===== src/rtl/lc3_pkg.sv =====
// lc3_pkg: shared constants for the LC-3 execute/writeback slice.
// Instruction field positions, ALU opcodes and condition-code encodings.
package lc3_pkg;

  // Datapath sizing
  localparam int DATA_W = 16;
  localparam int REG_AW = 3;

  // Opcodes handled by the execute stage
  localparam logic [3:0] OP_ADD = 4'b0001;
  localparam logic [3:0] OP_AND = 4'b0101;
  localparam logic [3:0] OP_NOT = 4'b1001;

  // Instruction field bit positions
  localparam int OP_HI    = 15;
  localparam int OP_LO    = 12;
  localparam int DR_HI    = 11;
  localparam int DR_LO    = 9;
  localparam int SR1_HI   = 8;
  localparam int SR1_LO   = 6;
  localparam int IMM_FLAG = 5;
  localparam int IMM5_HI  = 4;
  localparam int IMM5_LO  = 0;
  localparam int SR2_HI   = 2;
  localparam int SR2_LO   = 0;

  // Condition codes {N,Z,P}
  localparam logic [2:0] NZP_N     = 3'b100;
  localparam logic [2:0] NZP_Z     = 3'b010;
  localparam logic [2:0] NZP_P     = 3'b001;
  localparam logic [2:0] NZP_RESET = NZP_Z;

  // True for the opcodes that produce a register write
  function automatic logic is_alu_op(input logic [3:0] op);
    return (op == OP_ADD) || (op == OP_AND) || (op == OP_NOT);
  endfunction

endpackage


===== src/rtl/lc3_alu.sv =====
// lc3_alu: combinational ADD/AND/NOT unit with condition-code generation.
module lc3_alu
  import lc3_pkg::*;
#(
  parameter int WIDTH = DATA_W
) (
  input  logic [3:0]       opcode_i,
  input  logic [WIDTH-1:0] a_i,
  input  logic [WIDTH-1:0] b_i,
  output logic [WIDTH-1:0] result_o,
  output logic [2:0]       nzp_o
);

  logic [WIDTH-1:0] result_s;
  logic [2:0]       nzp_s;

  // Operation select; carry out of ADD is discarded
  always_comb begin
    result_s = {WIDTH{1'b0}};
    case (opcode_i)
      OP_ADD:  result_s = a_i + b_i;
      OP_AND:  result_s = a_i & b_i;
      OP_NOT:  result_s = ~a_i;
      default: result_s = {WIDTH{1'b0}};
    endcase
  end

  // Classify the result as negative, zero or positive
  always_comb begin
    nzp_s = NZP_P;
    if (result_s[WIDTH-1]) begin
      nzp_s = NZP_N;
    end else if (result_s == {WIDTH{1'b0}}) begin
      nzp_s = NZP_Z;
    end else begin
      nzp_s = NZP_P;
    end
  end

  assign result_o = result_s;
  assign nzp_o    = nzp_s;

endmodule


===== src/rtl/lc3_execute.sv =====
// lc3_execute: LC-3 execute/writeback stage next to the 8x16 register file.
// Drives read addresses combinationally, computes ADD/AND/NOT and drives the
// registered write port and NZP one cycle after acceptance.
// Build option: define LC3_BYPASS_EN to forward the pending writeback into
// the operands instead of stalling on a read-after-write hazard.
module lc3_execute
  import lc3_pkg::*;
#(
  parameter int WIDTH = DATA_W,
  parameter int RAW   = REG_AW
) (
  input  logic             clock,
  input  logic             reset_n,
  input  logic             in_valid,
  output logic             in_ready,
  input  logic [15:0]      ir,
  output logic [RAW-1:0]   sr1,
  output logic [RAW-1:0]   sr2,
  input  logic [WIDTH-1:0] d1,
  input  logic [WIDTH-1:0] d2,
  output logic             wr,
  output logic [RAW-1:0]   dr,
  output logic [WIDTH-1:0] din,
  output logic [2:0]       nzp,
  output logic             illegal
);

  // Decoded fields
  logic [3:0]       opcode_s;
  logic [RAW-1:0]   dst_s;
  logic             imm_flag_s;
  logic [WIDTH-1:0] imm_sext_s;
  logic             reads_sr2_s;
  logic             accept_s;
  logic             alu_op_s;

  // Operands and ALU outputs
  logic [WIDTH-1:0] a_s;
  logic [WIDTH-1:0] b_reg_s;
  logic [WIDTH-1:0] b_s;
  logic [WIDTH-1:0] result_s;
  logic [2:0]       alu_nzp_s;
  logic             ready_s;

  // Writeback / condition-code state
  logic             wr_q,      wr_d;
  logic [RAW-1:0]   dr_q,      dr_d;
  logic [WIDTH-1:0] din_q,     din_d;
  logic [2:0]       nzp_q,     nzp_d;
  logic             illegal_q, illegal_d;

  assign opcode_s    = ir[OP_HI:OP_LO];
  assign dst_s       = ir[DR_HI:DR_LO];
  assign imm_flag_s  = ir[IMM_FLAG];
  assign imm_sext_s  = {{(WIDTH-5){ir[IMM5_HI]}}, ir[IMM5_HI:IMM5_LO]};
  assign sr1         = ir[SR1_HI:SR1_LO];
  assign sr2         = ir[SR2_HI:SR2_LO];
  // SR2 is only a real source for register-mode ADD/AND
  assign reads_sr2_s = ((opcode_s == OP_ADD) || (opcode_s == OP_AND)) && !imm_flag_s;
  assign alu_op_s    = is_alu_op(opcode_s);

`ifdef LC3_BYPASS_EN
  // Forward the not-yet-committed writeback over stale register-file data
  always_comb begin
    a_s     = d1;
    b_reg_s = d2;
    ready_s = reset_n;
    if (wr_q && (sr1 == dr_q)) begin
      a_s = din_q;
    end else begin
      a_s = d1;
    end
    if (wr_q && reads_sr2_s && (sr2 == dr_q)) begin
      b_reg_s = din_q;
    end else begin
      b_reg_s = d2;
    end
  end
`else
  // Stall one cycle while the register file still holds a stale source
  always_comb begin
    a_s     = d1;
    b_reg_s = d2;
    ready_s = reset_n;
    if (wr_q && in_valid &&
        ((sr1 == dr_q) || (reads_sr2_s && (sr2 == dr_q)))) begin
      ready_s = 1'b0;
    end else begin
      ready_s = reset_n;
    end
  end
`endif

  assign b_s      = imm_flag_s ? imm_sext_s : b_reg_s;
  assign in_ready = ready_s;
  assign accept_s = in_valid && ready_s;

  lc3_alu #(.WIDTH(WIDTH)) u_alu (
    .opcode_i (opcode_s),
    .a_i      (a_s),
    .b_i      (b_s),
    .result_o (result_s),
    .nzp_o    (alu_nzp_s)
  );

  // Next-state for writeback port, condition codes and illegal pulse
  always_comb begin
    wr_d      = 1'b0;
    dr_d      = dr_q;
    din_d     = din_q;
    nzp_d     = nzp_q;
    illegal_d = 1'b0;
    if (accept_s && alu_op_s) begin
      wr_d  = 1'b1;
      dr_d  = dst_s;
      din_d = result_s;
      nzp_d = alu_nzp_s;
    end else if (accept_s) begin
      illegal_d = 1'b1;
    end else begin
      wr_d      = 1'b0;
      illegal_d = 1'b0;
    end
  end

  // State registers; reset drops any pending writeback
  always_ff @(posedge clock) begin
    if (!reset_n) begin
      wr_q      <= 1'b0;
      dr_q      <= {RAW{1'b0}};
      din_q     <= {WIDTH{1'b0}};
      nzp_q     <= NZP_RESET;
      illegal_q <= 1'b0;
    end else begin
      wr_q      <= wr_d;
      dr_q      <= dr_d;
      din_q     <= din_d;
      nzp_q     <= nzp_d;
      illegal_q <= illegal_d;
    end
  end

  assign wr      = wr_q;
  assign dr      = dr_q;
  assign din     = din_q;
  assign nzp     = nzp_q;
  assign illegal = illegal_q;

endmodule


===== config.mk =====
export PLATFORM = sky130hd
export DESIGN_NAME = lc3_execute
export DESIGN_NICKNAME = d
export VERILOG_FILES = /design/src/rtl/lc3_pkg.sv /design/src/rtl/lc3_alu.sv /design/src/rtl/lc3_execute.sv
export SDC_FILE = /design/constraint.sdc
export NUM_CORES = 1
export LEC_CHECK = 0
export ABC_AREA = 1
export BUFFER_PORTS_ARGS = -buffer_cell sky130_fd_sc_hd__buf_4
export CAP_MARGIN = 20
export CORE_MARGIN = 8
export CORE_UTILIZATION = 47
export DETAILED_ROUTE_END_ITERATION = 10
export PLACE_DENSITY = 0.79
export SLEW_MARGIN = 5
export SYNTH_ARGS = -nofsm -noshare
export SYNTH_HDL_FRONTEND = slang
export SYNTH_SLANG_ARGS = --single-unit
export TNS_END_PERCENT = 50

===== constraint.sdc =====
create_clock -name clock -period 2.6 [get_ports clock]
set_clock_uncertainty 0.05 [all_clocks]
set_input_delay 0.52 -clock clock [delete_from_list [all_inputs] [get_ports clock]]
set_output_delay 0.52 -clock clock [all_outputs]
set_load 0.02 [all_outputs]

==> results of run 1 <==
[final cells by class]
| cell class | instances | area share |
|---|---|---|
| Clock buffer | 4 | 0.01230 |
| Inverter | 64 | 0.06765 |
| Multi-Input combinational cell | 317 | 0.4950 |
| Sequential cell | 23 | 0.1257 |
| Tap cell | 70 | 0.02392 |
| Timing Repair Buffer | 131 | 0.2754 |
[worst min path at each step]
stage          startpoint       to  slack (ns)  cells after the start
6_report           nzp[0]   nzp[0]        0.42                      2
5_1_grt            ir[11]    dr[2]        0.43                      3
4_1_cts             ir[9]    dr[0]        0.42                      3
3_5_place_dp      din[10]  din[10]        0.40                      2
3_3_place_gp      din[11]  din[11]        0.39                      1
2_1_floorplan      nzp[0]   nzp[0]        0.48                      2
[layer usage]
layer | up-vias | global-route usage | part of all wire
li1 | 1589 | - | -
met1 | 1430 | 0.2317 | 0.38
met2 | 134 | 0.3953 | 0.49
met3 | 30 | 0.04412 | 0.086
met4 | 0 | 0.08912 | 0.039
met5 | - | 0 | 0
[sequential cells by signal, indices dropped and copies added (netlist names)]
register	flops
din	16
dr	3
nzp	2
illegal	1
wr	1
[timing repair]
item	in CTS	in global routing
pin swaps	0	15
cloned	0	0
endpoints found under the setup margin	2	4
resized for setup	3	30
setup buffers	0	4
[cell usage after synthesis]
library cell  number
nor2_2             9
nand3_1           46
nor2_4             1
nand3_4            1
o21ai_1            7
o21ai_2            1
a31oi_1            1
o211ai_1           2
o21ai_0           11
fa_1               1
xnor2_1            3
inv_1             61
nor2_8             2
or2_1              1
nor2_1            24
nor3_1             1
a22o_2             4
buf_8              1
nand3_2            3
o22ai_1            6
o21a_1             2
ha_1              16
o21bai_1           1
a21oi_2            1
buf_2              1
nand2_1          135
nand4_1            7
a21oi_1           13
buf_4              8
dfxtp_1           23
clkinv_1           2
clkbuf_1           2
nand2_2            7
inv_2              1
buf_6              3
a22o_1             5
nand3b_1           4
a21o_1             2
[worst register-to-register path, stage by stage, from the launching register on]
cell     delay, ns
dfxtp_1       0.36
inv_1         0.09
a21oi_1       0.14
nand4_1       0.11
o21ai_2       0.17
nand3_2       0.10
nand3_4       0.10
nor2_8        0.08
nor2_8        0.24
nand2_1       0.12
nand2_1       0.09
a21oi_2       0.04
[cells by family after synthesis]
kind of cell,count (synthesis),synth area share
simple gates,241,0.4387
buf+inv,79,0.1428
compound gates,56,0.1393
flops,23,0.1818
fa+ha+maj,17,0.08696
xor+xnor,3,0.01038
[through the flow]
stage,utilization,cells,hold slack [ns]
after floorplan,-,419,0.4763
after global placement,0.6765,601,0.3912
after detailed placement,0.6765,601,0.3992
after CTS,0.6855,605,0.4164
after global routing,0.7125,609,0.4315
final,0.7125,609,0.4168
[where the power goes]
group	switching, mW	internal, mW
clock network	0.108	0.109
logic	0.340	0.286
registers	0.00437	0.359
==> flow_metrics.py, run 1 <==
metrics = {
    "grt": {
        "grt_max_degree": 20,
        "gr-total-overflow": 0,
        "grt_pass1_wl_mm": 13.52,
        "first_global_vias": 3045,
        "antenna_found_initial": 0,
        "grtUsageTotal": 0.2148,
    },
    "clocking": {
        "clock_sinks": 23,
        "root_buffer": "clkbuf_8",
        "h-tree-depth": 1,
        "clock_latency_ns": 0.26,
        "hold_buffers": 0,
        "numCtsBuffers": 3,
        "cts_tree": "built",
        "cts.path.max_buffers": 2,
        "clk_pin_slew_ns": 0.08,
    },
    "power_and_ir_drop": {
        "total_leakage_power_nw": 1.988,
        "power_density_nw_per_um2": 329.5,
        "ir_drop_v": 0.0002832,
        "p_total_mw": 1.207,
    },
    "finish": {
        "regArea_um2": 460.4,
        "diodes": 0,
        "fin_nets": 608,
        "fillers": 473,
        "multi_input_area_um2": 1813,
        "finalInstanceArea_um2": 3662,
        "mostFrequentLayoutCells": "129 x nand2_1, 129 x buf_4, 61 x inv_1",
        "synthToLayoutAreaGrowth_pct": 44.61,
        "drive_gt1_frac": 0.3469,
    },
    "setup_path": {
        "critPathLaunchType": "input pin",
        "rr_worst_depth": 11,
        "path_buf_inv": 3,
        "worstPathArrival_ns": 2.56,
        "crit_start": "ir[5]",
        "crit_slowest_cell": "ha_1",
        "regToRegSetupSlack_ns": 0.79,
        "slowest_delay_ns": 0.34,
        "worstPathRequired_ns": 2.71,
        "r2r-end": "nzp[1]",
        "worstPathCellList": "buf_4 > nand2_1 > buf_12 > nand2_1 > ha_1 > nand2_2 > inv_1 > nand3_1 > nand2_2 > nand2_1 > nand3_1 > nand2_1 > nor2_1 > nand3_1 > nor2_2 > nand3_2 > nand2_1 > nand2_1",
        "worstSetupPathDepth": 18,
        "rr_startpoint": "dr[1]",
        "endpoint": "nzp[0]",
        "cpLargestDelayFamily": "simple AND/OR/NAND/NOR gates",
        "cp_max_fo": 12,
        "crit_top_cell": "nand2_1",
        "crit_type": "input pin to flop",
        "cp-end-kind": "flop",
    },
    "detailed_routing": {
        "drt-initial-drc-count": 177,
        "antenna_left": 0,
        "drc": 0,
        "routed_wl_mm": 8.936,
        "num_vias": 3183,
        "avgRoutedWirePerCell_um": 14.67,
        "viasPerCell": 5.227,
        "firstDrtPassIters": 4,
    },
    "synth": {
        "synth.ff_latch_count": 23,
        "yosys_warnings": 0,
        "netlist-cell-type-count": 38,
        "yosysSeqAreaShare": 0.1818,
        "synth.net_count": 487,
        "synthCells": 419,
        "yosys-top-cells-area": "nand2_1 20%, dfxtp_1 18%, nand3_1 9.1%",
        "synth.largest_area_cell": "nand2_1",
        "syn-cell-area_um2": 2532,
        "avgSynthCellArea_um2": 6.044,
        "synth_top_area_share": 0.2001,
    },
    "placed_design": {
        "dp_slack_ns": -0.4056,
        "hpwlAfterDp_mm": 7.204,
        "gp_congestion": 1.011,
        "portBuffers": 81,
        "postPlaceCellArea_um2": 3477,
    },
    "timing": {
        "max_freq_mhz": 407.8,
        "tightestPinTransition_ns": 0.3789,
        "min_period_ns": 2.452,
        "setup_viol": 0,
        "slew_headroom": 0.7471,
        "fin_ws_ns": 0.1480,
        "finalMaxSlewViolations": 0,
        "hold_violations": 0,
        "timing.setup.tns_ns": 0,
        "fin_crit_sh": 0.9431,
    },
    "outcome": {
        "status": "finished, final reports clean",
    },
    "run": {
        "drv_cap": 0,
    },
    "worst_hold_path": {
        "min_path_type": "flop to flop",
    },
    "floorplanning": {
        "rows": 26,
        "fp.dieW_um": 89.41,
        "pin_count": 82,
        "core_area_um2": 5140,
        "initial_core_util": 0.4927,
        "die_height_um": 89.41,
        "die_area_um2": 7993,
    },
}
(Power assumes the default switching activity.)
==> inputs of run 2 (changes only) <==
- CELL_PAD_IN_SITES_DETAIL_PLACEMENT: default -> 0
- CELL_PAD_IN_SITES_GLOBAL_PLACEMENT: default -> 1
- CORE_UTILIZATION: 47 -> 31
- PLACE_DENSITY: 0.79 -> 0.78
- clock period: 2.6 -> 2.2 ns (I/O delays scaled with it)
==> flow_metrics.py, run 2 (synthesized netlist as in run 1, its figures left out) <==
metrics = {
    "outcome": {
        "status": "complete, but fails checks",
        "violations": "negative setup slack",
    },
    "finish": {
        "synthToLayoutAreaGrowth_pct": 68.03,
        "largest_reg_flops": 16,
        "fin_nets": 630,
        "final_util": 0.5285,
        "fin_cells": 666,
        "final_common_cell": "buf_4",
        "drive_gt1_frac": 0.4635,
        "mostFrequentLayoutCells": "145 x buf_4, 110 x nand2_1, 58 x inv_1",
        "diodes": 0,
        "finalInstanceArea_um2": 4255,
    },
    "timing": {
        "min_period_ns": 2.283,
        "fin_crit_sh": 1.038,
        "timing.setup.tns_ns": -0.1620,
        "tightestPinTransition_ns": 0.2948,
        "finalMaxSlewViolations": 0,
        "hold_violations": 0,
        "fin_ws_ns": -0.08321,
        "rsz0062_at_grt": "yes",
        "slew_headroom": 0.8028,
        "setup_viol": 2,
        "hold_slack_ns": 0.3296,
        "max_freq_mhz": 438.0,
    },
    "setup_path": {
        "cp_max_fo": 5,
        "critPathLaunchType": "input pin",
        "cp-end-kind": "flop",
        "worstPathRequired_ns": 2.35,
        "r2r-end": "dr[1]",
        "regToRegSetupSlack_ns": 0.47,
        "worstPathArrival_ns": 2.43,
        "rr_worst_depth": 10,
        "rr_startpoint": "dr[1]",
        "crit_type": "input pin to flop",
    },
    "clocking": {
        "hold_buffers": 0,
        "cts_tree": "built",
        "clk_pin_slew_ns": 0.08,
        "clock_latency_ns": 0.26,
        "root_buffer": "clkbuf_8",
        "h-tree-depth": 1,
        "cts.path.max_buffers": 2,
        "clock_sinks": 23,
        "numCtsBuffers": 3,
    },
    "worst_hold_path": {
        "min_path_cells": 3,
        "min_path_type": "input pin to flop",
        "hp-start": "ir[11]",
        "hold_path_end": "dr[2]",
    },
    "power_and_ir_drop": {
        "total_leakage_power_nw": 2.169,
        "ir_drop_v": 0.0002322,
        "power_density_nw_per_um2": 371.4,
        "p_total_mw": 1.581,
    },
    "placed_design": {
        "place_inst": 650,
        "gp_congestion": 0.9237,
        "hpwlAfterDp_mm": 7.511,
        "portBuffers": 81,
        "dp_slack_ns": -0.5443,
        "postPlaceCellArea_um2": 3705,
    },
    "detailed_routing": {
        "drt-initial-drc-count": 115,
        "viasPerCell": 4.719,
        "drc": 0,
        "antenna_left": 0,
        "firstDrtPassIters": 4,
        "avgRoutedWirePerCell_um": 14.28,
        "num_vias": 3143,
        "routed_wl_mm": 9.508,
    },
    "grt": {
        "grt_max_degree": 20,
        "antenna_found_initial": 0,
        "gr-total-overflow": 0,
        "grt_pass1_wl_mm": 15.66,
        "first_global_vias": 3250,
        "grtUsageTotal": 0.1669,
    },
    "floorplanning": {
        "die_height_um": 106.4,
        "pin_count": 82,
        "fp.dieW_um": 106.4,
        "rows": 33,
        "core_area_um2": 8051,
        "die_area_um2": 11320,
        "initial_core_util": 0.3145,
    },
    "run": {
        "drv_cap": 0,
    },
}
## run 2: cell count changes in the layout (fill, tap and decap cells not counted), moves of 10 or more
cell,previous run,this run
nand2_1,129,110
buf_4,129,145
nand2_2,12,27
nand3_1,44,33
nand3_2,5,16
ha_4,2,12
## run 2: cell type report
type | instances | area (um^2)
inverter | 64 | 266.5
clock buffer | 4 | 45.04
sequential | 23 | 460.4
timing repair buffer | 152 | 1236
timing repair inverter | 1 | 11.26
fill | 828 | 3796
multi-input combinational | 317 | 2105
tap | 105 | 131.4
## run 2: power breakdown
part	total (mW)	internal [mW]	leakage (nW)	switching, mW
clock network	0.255	0.129	0.0228	0.126
logic	0.897	0.427	1.96	0.469
registers	0.429	0.424	0.186	0.00508
total	1.58	0.980	2.17	0.600
## run 2: timing repair
| action | in CTS | in global routing |
|---|---|---|
| pin swaps | 11 | 22 |
| setup buffers | 6 | 4 |
| cloned | 1 | 1 |
| resized for setup | 25 | 56 |
| setup endpoints to repair | 11 | 13 |
## run 2: worst max-delay path, stage by stage
cell and delay, ns:
buf_12 0.13, clkinv_16 0.07, nand2_4 0.05, o21ai_2 0.05
ha_2 0.18, fa_2 0.40, inv_1 0.07, nand2_1 0.05
nand2_1 0.05, nor2_1 0.05, nor2_2 0.12, nand2_1 0.07
nor2_1 0.10, nand2_1 0.07, nor2_1 0.09, nand3_1 0.10
nor2_2 0.10, nand3_2 0.10, a21oi_2 0.14
## run 2: worst max-delay path by stage
stage,end,startpoint,cells after the start
floorplan,nzp[0],ir[0],16
global placement,nzp[0],ir[5],16
detailed placement,nzp[0],ir[5],16
CTS,nzp[0],ir[5],16
global route,nzp[0],ir[5],20
finish,nzp[1],ir[5],19
## run 2: per-layer routing
metal,GRT usage,part of all wire,vias to the layer above
li1,-,-,1635
met1,0.1950,0.45,1432
met2,0.3101,0.50,70
met3,0.03448,0.051,6
met4,0.02312,0.0060,0
met5,0,0,-
==> inputs of run 3 (changes only) <==
- BUFFER_PORTS_ARGS: -buffer_cell sky130_fd_sc_hd__buf_4 -> default
- CORE_UTILIZATION: 31 -> 39
- DONT_BUFFER_PORTS: default -> 1
==> flow_metrics.py, run 3 (synthesized netlist as in run 1, its figures left out) <==
metrics = {
    "detailed_routing": {
        "routed_wl_mm": 8.616,
        "avgRoutedWirePerCell_um": 15.96,
        "drc": 0,
        "viasPerCell": 5.237,
        "num_vias": 2828,
        "antenna_left": 0,
        "firstDrtPassIters": 4,
        "drt-initial-drc-count": 131,
    },
    "floorplanning": {
        "core_area_um2": 6314,
        "initial_core_util": 0.4011,
        "rows": 29,
        "fp.dieW_um": 96.58,
        "die_area_um2": 9328,
        "pin_count": 82,
        "die_height_um": 96.58,
    },
    "finish": {
        "fillers": 657,
        "regArea_um2": 460.4,
        "diodes": 0,
        "mostFrequentLayoutCells": "122 x nand2_1, 59 x inv_1, 50 x buf_4",
        "final_common_cell": "nand2_1",
        "largest_reg_flops": 16,
        "drive_gt1_frac": 0.2873,
        "multi_input_area_um2": 1943,
        "fin_nets": 532,
        "synthToLayoutAreaGrowth_pct": 29.99,
    },
    "clocking": {
        "numCtsBuffers": 3,
        "root_buffer": "clkbuf_8",
        "clock_sinks": 23,
        "cts_tree": "built",
        "hold_buffers": 0,
        "cts.path.max_buffers": 2,
        "clock_latency_ns": 0.26,
        "clk_pin_slew_ns": 0.08,
        "h-tree-depth": 1,
    },
    "worst_hold_path": {
        "min_path_type": "input pin to flop",
    },
    "setup_path": {
        "crit_top_cell": "nand2_2",
        "cp_max_fo": 7,
        "worstPathArrival_ns": 2.29,
        "worstPathCellList": "clkinv_16 > nand2_4 > o21ai_4 > ha_4 > fa_2 > nand2_2 > nand2_4 > nand2_2 > nand2_2 > nand3_2 > nand2_2 > nor2_2 > nand2_1 > nor2_1 > nand3_1 > nor2_2 > nand3_2 > nand2_1 > nand2_1",
        "cp-end-kind": "flop",
        "regToRegSetupSlack_ns": 0.29,
        "path_buf_inv": 1,
        "critPathLaunchType": "input pin",
        "slowest_delay_ns": 0.41,
        "worstPathRequired_ns": 2.32,
        "cpLargestDelayFamily": "simple AND/OR/NAND/NOR gates",
        "crit_slowest_cell": "fa_2",
        "crit_type": "input pin to flop",
    },
    "timing": {
        "max_freq_mhz": 459.9,
        "tightestPinTransition_ns": 0.4230,
        "hold_slack_ns": 0.2444,
        "setup_viol": 0,
        "slew_headroom": 0.7176,
        "finalMaxSlewViolations": 0,
        "hold_violations": 0,
        "fin_crit_sh": 0.9883,
        "rsz0062_at_grt": "yes",
        "min_period_ns": 2.174,
    },
    "run": {
        "drv_cap": 0,
    },
    "outcome": {
        "status": "finished, final reports clean",
    },
    "placed_design": {
        "portBuffers": 0,
        "gp_congestion": 0.9180,
        "hpwlAfterDp_mm": 6.778,
    },
    "grt": {
        "grt_pass1_wl_mm": 13.08,
        "gr-total-overflow": 0,
        "grtUsageTotal": 0.1767,
        "first_global_vias": 2745,
        "grt_max_degree": 20,
        "antenna_found_initial": 0,
    },
    "power_and_ir_drop": {
        "ir_drop_v": 0.0004109,
        "total_leakage_power_nw": 1.662,
        "power_density_nw_per_um2": 419.5,
        "p_total_mw": 1.381,
    },
}
run 3: layer usage:
metal / up-vias / track usage / part of all wire
li1: 1436 / - / -
met1: 1296 / 0.2111 / 0.41
met2: 86 / 0.3055 / 0.49
met3: 10 / 0.04791 / 0.081
met4: 0 / 0.04288 / 0.017
met5: - / 0 / 0
run 3: through the flow:
| step | instances | instance area (um^2) | TNS (ns) | util | setup WS, ns |
|---|---|---|---|---|---|
| global route | 540 | 3292 | -0.1676 | 0.5214 | -0.1102 |
| floorplan | 419 | 2594 | -0.05439 | - | -0.03793 |
| detailed placement | 530 | 2954 | -1.579 | 0.4679 | -0.2797 |
| global placement | 530 | 2954 | -1.337 | 0.4679 | -0.2653 |
| finish | 540 | 3292 | 0 | 0.5214 | 0.02564 |
| CTS | 535 | 3102 | 0 | 0.4913 | 0.01075 |
run 3: worst reg2reg max path, cell delays in order, from the launching register on:
cell and delay [ns]:
dfxtp_1 0.51, inv_1 0.11, nand2_1 0.07, o211ai_1 0.10, o21ai_2 0.21, nand3_2 0.11
nand3_4 0.11, nor2_8 0.07, nor2_8 0.24, inv_1 0.14, o21ai_1 0.13
run 3: final timing paths:
path	depth (start not counted)	to	startpoint
max	19	nzp[0]	ir[5]
min	2	dr[2]	ir[11]
max reg2reg	10	dr[0]	dr[2]
min reg2reg	2	dr[1]	dr[1]
run 3: cell type report:
cell class / instances / area share
timing repair buffer: 54 / 0.1422
tap: 77 / 0.02927
multi-input combinational: 317 / 0.5903
clock inverter: 1 / 0.001520
timing repair inverter: 1 / 0.003421
inverter: 64 / 0.08096
sequential: 23 / 0.1399
clock buffer: 3 / 0.01254
run 3: report_power, final:
part           total, mW  switching [mW]  internal [mW]  leakage [nW]
Sequential         0.439          0.0154          0.424         0.186
Combinational      0.677           0.375          0.302          1.45
Clock              0.265           0.139          0.127        0.0255
run 3: repair_timing:
action                                  in CTS  in global routing
endpoints found under the setup margin       1                  4
resized for setup                           10                 35
gates cloned                                 1                  1
buffers inserted                             0                  4
pin swaps                                    2                 24
